==> config.mk <==
export PLATFORM = sky130hd
export DESIGN_NAME = condicionador_jogada
export DESIGN_NICKNAME = d
export VERILOG_FILES = /design/src/rtl/jogo_pkg.sv /design/src/rtl/sincronizador_debounce.sv /design/src/rtl/condicionador_jogada.sv
export SDC_FILE = /design/constraint.sdc
export NUM_CORES = 1
export LEC_CHECK = 0
export ABC_AREA = 1
export BUFFER_PORTS_ARGS = -buffer_cell sky130_fd_sc_hd__buf_2
export CAP_MARGIN = 40
export CORE_AREA = 2 2 62 64
export CTS_BUF_LIST = sky130_fd_sc_hd__clkbuf_8
export CTS_CLUSTER_SIZE = 8
export DETAILED_ROUTE_END_ITERATION = 10
export DIE_AREA = 0 0 64 66
export GPL_ROUTABILITY_DRIVEN = 0
export GPL_TIMING_DRIVEN = 1
export PLACE_DENSITY = 0.66
export SYNTH_ARGS = -nofsm -noshare
export SYNTH_HDL_FRONTEND = slang
export SYNTH_SLANG_ARGS = --single-unit
==> constraint.sdc <==
create_clock -name clock -period 1.5 [get_ports clock]
set_clock_uncertainty 0.1 [all_clocks]
set_input_delay 0.15 -clock clock [delete_from_list [all_inputs] [get_ports clock]]
set_output_delay 0.15 -clock clock [all_outputs]
set_load 0.01 [all_outputs]
==> src/rtl/jogo_pkg.sv <==
`default_nettype none
// ============================================================================
// Package     : jogo_pkg
// Description : Shared constants and types for the memory-game circuit.
//               Holds the conditioning FSM state codes and the default
//               debounce window used by every button-conditioning block.
// Revision    : 1.0 - initial release
// ============================================================================
package jogo_pkg;

  // 1 ms at a 50 MHz system clock
  localparam int DEBOUNCE_CYCLES_PADRAO = 50000;

  // Play-conditioning FSM; codes 2 and 3 are unused and recover to ESPERA
  typedef enum logic [1:0] {
    ESPERA      = 2'd0,
    PRESSIONADO = 2'd1
  } estado_t;

endpackage : jogo_pkg
`default_nettype wire

==> src/rtl/sincronizador_debounce.sv <==
`default_nettype none
// ============================================================================
// Module      : sincronizador_debounce
// Description : Two-flop synchronizer followed by a vector-wide debouncer.
//               The debounced vector only takes the synchronized value after
//               it has differed from the current debounced value for JANELA
//               consecutive clocks; any return to equality restarts the window.
// Ports       : clock   - system clock
//               reset   - asynchronous, active-low reset
//               entrada - raw asynchronous levels
//               estavel - registered debounced vector
// Revision    : 1.0 - initial release
// ============================================================================
module sincronizador_debounce
  import jogo_pkg::*;
#(
  parameter int LARGURA = 4,
  parameter int JANELA  = DEBOUNCE_CYCLES_PADRAO
) (
  input  logic               clock,
  input  logic               reset,
  input  logic [LARGURA-1:0] entrada,
  output logic [LARGURA-1:0] estavel
);

  localparam int               CNT_W   = (JANELA > 1) ? $clog2(JANELA) : 1;
  localparam logic [CNT_W-1:0] CNT_MAX = CNT_W'(JANELA - 1);

  logic [LARGURA-1:0] sinc1_q;
  logic [LARGURA-1:0] sinc2_q;
  logic [LARGURA-1:0] estavel_q;
  logic [LARGURA-1:0] estavel_d;
  logic [CNT_W-1:0]   cnt_q;
  logic [CNT_W-1:0]   cnt_d;

  // The counter measures how long sinc2 has disagreed with the debounced
  // value; it does not care whether the disagreeing value itself changes.
  always_comb begin
    estavel_d = estavel_q;
    cnt_d     = '0;
    if (sinc2_q != estavel_q) begin
      if (cnt_q == CNT_MAX) begin
        estavel_d = sinc2_q;
      end else begin
        cnt_d = cnt_q + 1'b1;
      end
    end
  end

  always_ff @(posedge clock or negedge reset) begin
    if (!reset) begin
      sinc1_q   <= '0;
      sinc2_q   <= '0;
      estavel_q <= '0;
      cnt_q     <= '0;
    end else begin
      sinc1_q   <= entrada;
      sinc2_q   <= sinc1_q;
      estavel_q <= estavel_d;
      cnt_q     <= cnt_d;
    end
  end

  assign estavel = estavel_q;

endmodule : sincronizador_debounce
`default_nettype wire

==> src/rtl/condicionador_jogada.sv <==
`default_nettype none
// ============================================================================
// Module      : condicionador_jogada
// Description : Turns raw push-button levels into play events. The debounced
//               vector is watched by a two-state FSM that emits exactly one
//               event per press: a one-hot code with a one-cycle jogada_feita
//               strobe, or a one-cycle jogada_invalida strobe for multi-key
//               presses. A new event needs the vector to return to zero.
// Ports       : clock              - system clock
//               reset              - asynchronous, active-low reset
//               chaves             - raw button levels, 1 = pressed
//               jogada             - last valid one-hot play (held)
//               jogada_feita       - strobe, same cycle jogada updates
//               jogada_invalida    - strobe for a non-one-hot press
//               db_chaves_estaveis - debounced vector (debug)
//               db_estado          - FSM state code (debug)
// Revision    : 1.0 - initial release
// ============================================================================
module condicionador_jogada
  import jogo_pkg::*;
#(
  parameter int DEBOUNCE_CYCLES = DEBOUNCE_CYCLES_PADRAO,
  parameter int N_CHAVES        = 4
) (
  input  logic                clock,
  input  logic                reset,
  input  logic [N_CHAVES-1:0] chaves,
  output logic [N_CHAVES-1:0] jogada,
  output logic                jogada_feita,
  output logic                jogada_invalida,
  output logic [N_CHAVES-1:0] db_chaves_estaveis,
  output logic [1:0]          db_estado
);

  logic [N_CHAVES-1:0] estavel;
  logic                one_hot;

  estado_t             estado_q;
  estado_t             estado_d;
  logic [N_CHAVES-1:0] jogada_q;
  logic [N_CHAVES-1:0] jogada_d;
  logic                feita_q;
  logic                feita_d;
  logic                invalida_q;
  logic                invalida_d;

  sincronizador_debounce #(
    .LARGURA (N_CHAVES),
    .JANELA  (DEBOUNCE_CYCLES)
  ) u_sincronizador_debounce (
    .clock   (clock),
    .reset   (reset),
    .entrada (chaves),
    .estavel (estavel)
  );

  // Clearing the lowest set bit leaves zero only for a single-bit vector;
  // the zero vector is excluded separately by the FSM.
  assign one_hot = ((estavel & (estavel - 1'b1)) == '0);

  always_comb begin
    estado_d   = estado_q;
    jogada_d   = jogada_q;
    feita_d    = 1'b0;
    invalida_d = 1'b0;
    case (estado_q)
      ESPERA: begin
        if (estavel != '0) begin
          estado_d = PRESSIONADO;
          if (one_hot) begin
            jogada_d = estavel;
            feita_d  = 1'b1;
          end else begin
            invalida_d = 1'b1;
          end
        end
      end
      PRESSIONADO: begin
        // Keys added or removed while held are ignored until full release
        if (estavel == '0) begin
          estado_d = ESPERA;
        end
      end
      default: begin
        estado_d = ESPERA;
      end
    endcase
  end

  always_ff @(posedge clock or negedge reset) begin
    if (!reset) begin
      estado_q   <= ESPERA;
      jogada_q   <= '0;
      feita_q    <= 1'b0;
      invalida_q <= 1'b0;
    end else begin
      estado_q   <= estado_d;
      jogada_q   <= jogada_d;
      feita_q    <= feita_d;
      invalida_q <= invalida_d;
    end
  end

  assign jogada             = jogada_q;
  assign jogada_feita       = feita_q;
  assign jogada_invalida    = invalida_q;
  assign db_chaves_estaveis = estavel;
  assign db_estado          = estado_q;

endmodule : condicionador_jogada
`default_nettype wire

==> results.md <==
| Quantity | Value |
| --- | --- |
| Run status | completed |
| DRC violations left | 0 |
| Footprint of the multi-input gates | 736 um^2 |
| Global routing usage summed across all routing layers | 0.170 |
| Depth of the worst register-to-register path | 7 |
| Sequential area share after synthesis | 0.527 |
| Mux contribution to synthesized area | 0 |
| DPL Wire Length | 2280 um |
| Clock tree from TritonCTS | done |
| Final routed wirelength across all metal layers | 3120 um |
| Share of the clock period used by the worst path after layout | 0.959 |
| Fraction of synthesized cell area in xor and xnor cells | 0.0632 |
| Category of the worst setup path launch point | register |
| Power Density | 1210 mW/mm^2 |
| Class of the tightest hold or removal check | in -> async |
| Number of enable-type register cells in the synthesized netlist | 0 |
| Post-synthesis average cell area | 8.48 um^2 |
| Crit path buf inv count | 0 |
| Worst R2R Setup Slack | 0.06 ns |
| Cell class contributing the biggest share of worst-path delay | simple AND/OR/NAND/NOR gates |
| Iteration-0 DRC Markers | 29 |
| Combinational family with the most area after synthesis | simple AND/OR/NAND/NOR gates |
| Routed via count divided by cell count | 4.66 |
| Core box area | 0.00355 mm^2 |
| Gate count of the mapped netlist | 196 |
| Number of hold-slack violations in the final timing report | 0 |
| Drt wl/cell | 11.4 um |
| Number of max-slew violations in the final report | 0 |
| Complex-gate fraction of the synthesized area | 0.0293 |
| CP max-delay cell | sky130_fd_sc_hd__dfrtp_1 |
| Number of CTS-inserted buffers | 5 |
| Area delta synth->final | 23.5% |
| Vertical die dimension | 66 um |
| Synth Cell Area | 0.00166 mm^2 |
| Clk pin slew, worst setup/hold paths | 0.08 ns |
| Cell type with the largest total area after synthesis | sky130_fd_sc_hd__dfrtp_1 |
| Count of max-cap constraint violations | 0 |
| Area share of the leading cell type in the synthesized netlist | 0.527 |
| Instance area at placement | 0.00182 mm^2 |
| Clock sink count | 35 |
| Number of different library cells in the post-synthesis netlist | 24 |
| Number of detailed-routing iterations run before antenna repair | 4 |
| Worst ir drop on vdd | 906 uV |
| FF-to-FF End | u_sincronizador_debounce.cnt_q[10] |
| Number of nets produced by synthesis | 203 |
| Worst Setup Slack post-DPL | 0.0333 ns |
| Number of endpoints failing setup at the final stage | 0 |
| Vias in the first global route | 1,227 |
| Final antenna diode count | 0 |
| Clock Tree Buf Depth | 2 |
| Final critical-path required period | 1.44 ns |
| Setup_tns | 0 ns |
| Post-CTS setup repair buffer count | 0 |
| Layout Utilization | 0.578 |
| Fraction of layout instances using a drive strength above 1 | 0.221 |
| Level count of the clock H-tree | 2 |
| DR vias | 1,276 |
| Critical Path Sink Type | register |
| Sequence of cells on the critical path | ha_4 -> nand2_2 -> nor2_4 -> nand2_2 -> nor2_4 -> xor2_1 -> nor2_1 |
| Initial cell density of the core | 0.468 |
| Critical path class | reg -> reg |
| Share of flip-flops with an asynchronous set or reset | 1.00 |
| RSZ-0062 raised after global routing | yes |
| X dimension of the die | 64 um |
| Pin count of the biggest net entering global routing | 20 |
| Area taken by flip-flops and latches | 876 um^2 |
| Leading post-synthesis cells by cell area | sky130_fd_sc_hd__dfrtp_1 (53%), sky130_fd_sc_hd__nand2_1 (9.9%), sky130_fd_sc_hd__nor2_1 (7.9%) |
| Crit path arrival time | 1.52 ns |
| Data required time at the worst endpoint | 1.58 ns |
| Maximum clock frequency | 0.695 GHz |
| Number of primary I/O pins | 18 |
| Simple-gate share of the synthesized area | 0.312 |
| Number of fill cells | 316 |
| Global route overflow | 0 |
| Power, Total | 2.49 mW |
| Standard-cell row count | 22 |
| Most common flop cell mapped by yosys | sky130_fd_sc_hd__dfrtp_1 |
| Initial antenna violation count | 0 |
| Post-route ant nets | 0 |
| Worst-path maximum fanout | 3 |
| Clk_lat worst skew | 0.29 ns |
| Adder-cell share of the synthesized area | 0.00752 |
| Cell chosen for the clock root | sky130_fd_sc_hd__clkbuf_8 |
| Leakage component of the power | 1.02 nW |
| Final design area excluding fillers | 0.00205 mm^2 |
| Die Footprint | 0.00422 mm^2 |
| Warning count from the yosys run | 0 |
| Global-route wire length before repair | 5380 um |
| Flip-flop and latch count after synthesis | 35 |
| Fin nets | 232 |
| Largest stage delay, worst path | 0.42 ns |
| Start of the worst register-to-register path | u_sincronizador_debounce.cnt_q[1] |
| Number of I/O port buffers | 16 |
| Final worst-path setup slack | 0.0615 ns |
[layer usage]
layer / vias to the layer above / global-route usage / routed length [um]
met3: 6 / 0.0511 / 126
met5: - / 0 / 0
met1: 589 / 0.212 / 1430
met2: 24 / 0.276 / 1510
met4: 0 / 0.0679 / 56
li1: 657 / - / -
[area by class of cell]
cell class / count / share of cell area
clock buffer: 5 / 0.0335
clock inverter: 3 / 0.0311
inverter: 24 / 0.0445
multi-input combinational: 136 / 0.358
sequential: 35 / 0.427
tap: 48 / 0.0293
timing repair buffer: 23 / 0.0768
[synth_stat cells, types with 2 or more instances]
| master | instances |
|---|---|
| sky130_fd_sc_hd__inv_2 | 2 |
| sky130_fd_sc_hd__nand2_1 | 44 |
| sky130_fd_sc_hd__dfrtp_1 | 35 |
| sky130_fd_sc_hd__o21bai_1 | 2 |
| sky130_fd_sc_hd__o21ai_0 | 4 |
| sky130_fd_sc_hd__nand2_2 | 7 |
| sky130_fd_sc_hd__nand4_1 | 2 |
| sky130_fd_sc_hd__inv_1 | 21 |
| sky130_fd_sc_hd__nor3_2 | 2 |
| sky130_fd_sc_hd__xor2_1 | 11 |
| sky130_fd_sc_hd__nor2_1 | 35 |
| sky130_fd_sc_hd__nand3_1 | 16 |
| sky130_fd_sc_hd__nor2_2 | 4 |
[flip-flops by register name (all words and copies together), names as in the netlist]
register / cells
u_sincronizador_debounce.cnt_q: 16
jogada: 4
u_sincronizador_debounce.estavel: 4
u_sincronizador_debounce.sinc1_q: 4
u_sincronizador_debounce.sinc2_q: 4
db_estado: 1
jogada_feita: 1
jogada_invalida: 1
[cells by family (layout without fill, tap and decap cells)]
group                    count (synthesis)  count (layout)
AND/OR/NAND/NOR                        114             114
flip-flops                              35              35
buffers and inverters                   25              55
XOR/XNOR                                12              12
AO/OA/AOI/OAI                            8               8
adder cells (fa/ha/maj)                  1               1
other                                    1               1
[report_power, final]
group          internal [mW]  switching, mW
Sequential              1.03          0.122
Combinational          0.155          0.195
Clock                  0.657          0.334
[repair_timing]
| item | CTS | global route |
|---|---|---|
| hold buffers | 5 | 0 |
| endpoints found under the setup margin | 0 | 11 |
| hold endpoints to repair | 20 | 0 |
| gates resized for setup | 0 | 11 |
[worst max path at each step]
stage                                           start                             endpoint  slack [ns]  cells past startpoint
floorplan           u_sincronizador_debounce.cnt_q[0]  u_sincronizador_debounce.estavel[3]        0.16                      8
global placement    u_sincronizador_debounce.cnt_q[0]  u_sincronizador_debounce.estavel[3]        0.11                      8
detailed placement  u_sincronizador_debounce.cnt_q[0]  u_sincronizador_debounce.estavel[2]        0.03                      8
CTS                 u_sincronizador_debounce.cnt_q[0]  u_sincronizador_debounce.estavel[2]        0.04                      8
global route        u_sincronizador_debounce.cnt_q[0]   u_sincronizador_debounce.cnt_q[10]       -0.06                      7
finish              u_sincronizador_debounce.cnt_q[1]   u_sincronizador_debounce.cnt_q[10]        0.06                      7
[stage by stage]
stage                     cells  hold WS [ns]
after CTS                   274         0.224
after floorplan             196        -0.246
after global placement      261       0.00283
after global routing        274         0.267
after detailed placement    261       0.00178
final                       274         0.214
[cell usage in the layout, fill, tap and decap left out]
cell type                       count
sky130_fd_sc_hd__a21oi_2            1
sky130_fd_sc_hd__buf_12             1
sky130_fd_sc_hd__buf_2             16
sky130_fd_sc_hd__buf_4              1
sky130_fd_sc_hd__bufinv_16          2
sky130_fd_sc_hd__clkbuf_8           5
sky130_fd_sc_hd__clkinv_2           1
sky130_fd_sc_hd__conb_1             1
sky130_fd_sc_hd__dfrtp_1           35
sky130_fd_sc_hd__dlygate4sd3_1      5
sky130_fd_sc_hd__ha_4               1
sky130_fd_sc_hd__inv_1             22
sky130_fd_sc_hd__inv_2              2
sky130_fd_sc_hd__nand2_1           43
sky130_fd_sc_hd__nand2_2            8
sky130_fd_sc_hd__nand2_4            1
sky130_fd_sc_hd__nand3_1           15
sky130_fd_sc_hd__nand3_2            1
sky130_fd_sc_hd__nand3_4            1
sky130_fd_sc_hd__nand3b_1           1
sky130_fd_sc_hd__nand4_1            2
sky130_fd_sc_hd__nor2_1            33
sky130_fd_sc_hd__nor2_2             3
sky130_fd_sc_hd__nor2_4             4
sky130_fd_sc_hd__nor3_2             2
sky130_fd_sc_hd__o21ai_0            3
sky130_fd_sc_hd__o21ai_1            2
sky130_fd_sc_hd__o21bai_1           2
sky130_fd_sc_hd__xnor2_1            1
sky130_fd_sc_hd__xor2_1            11
No activity file was read; power rests on OpenSTA's default activity.
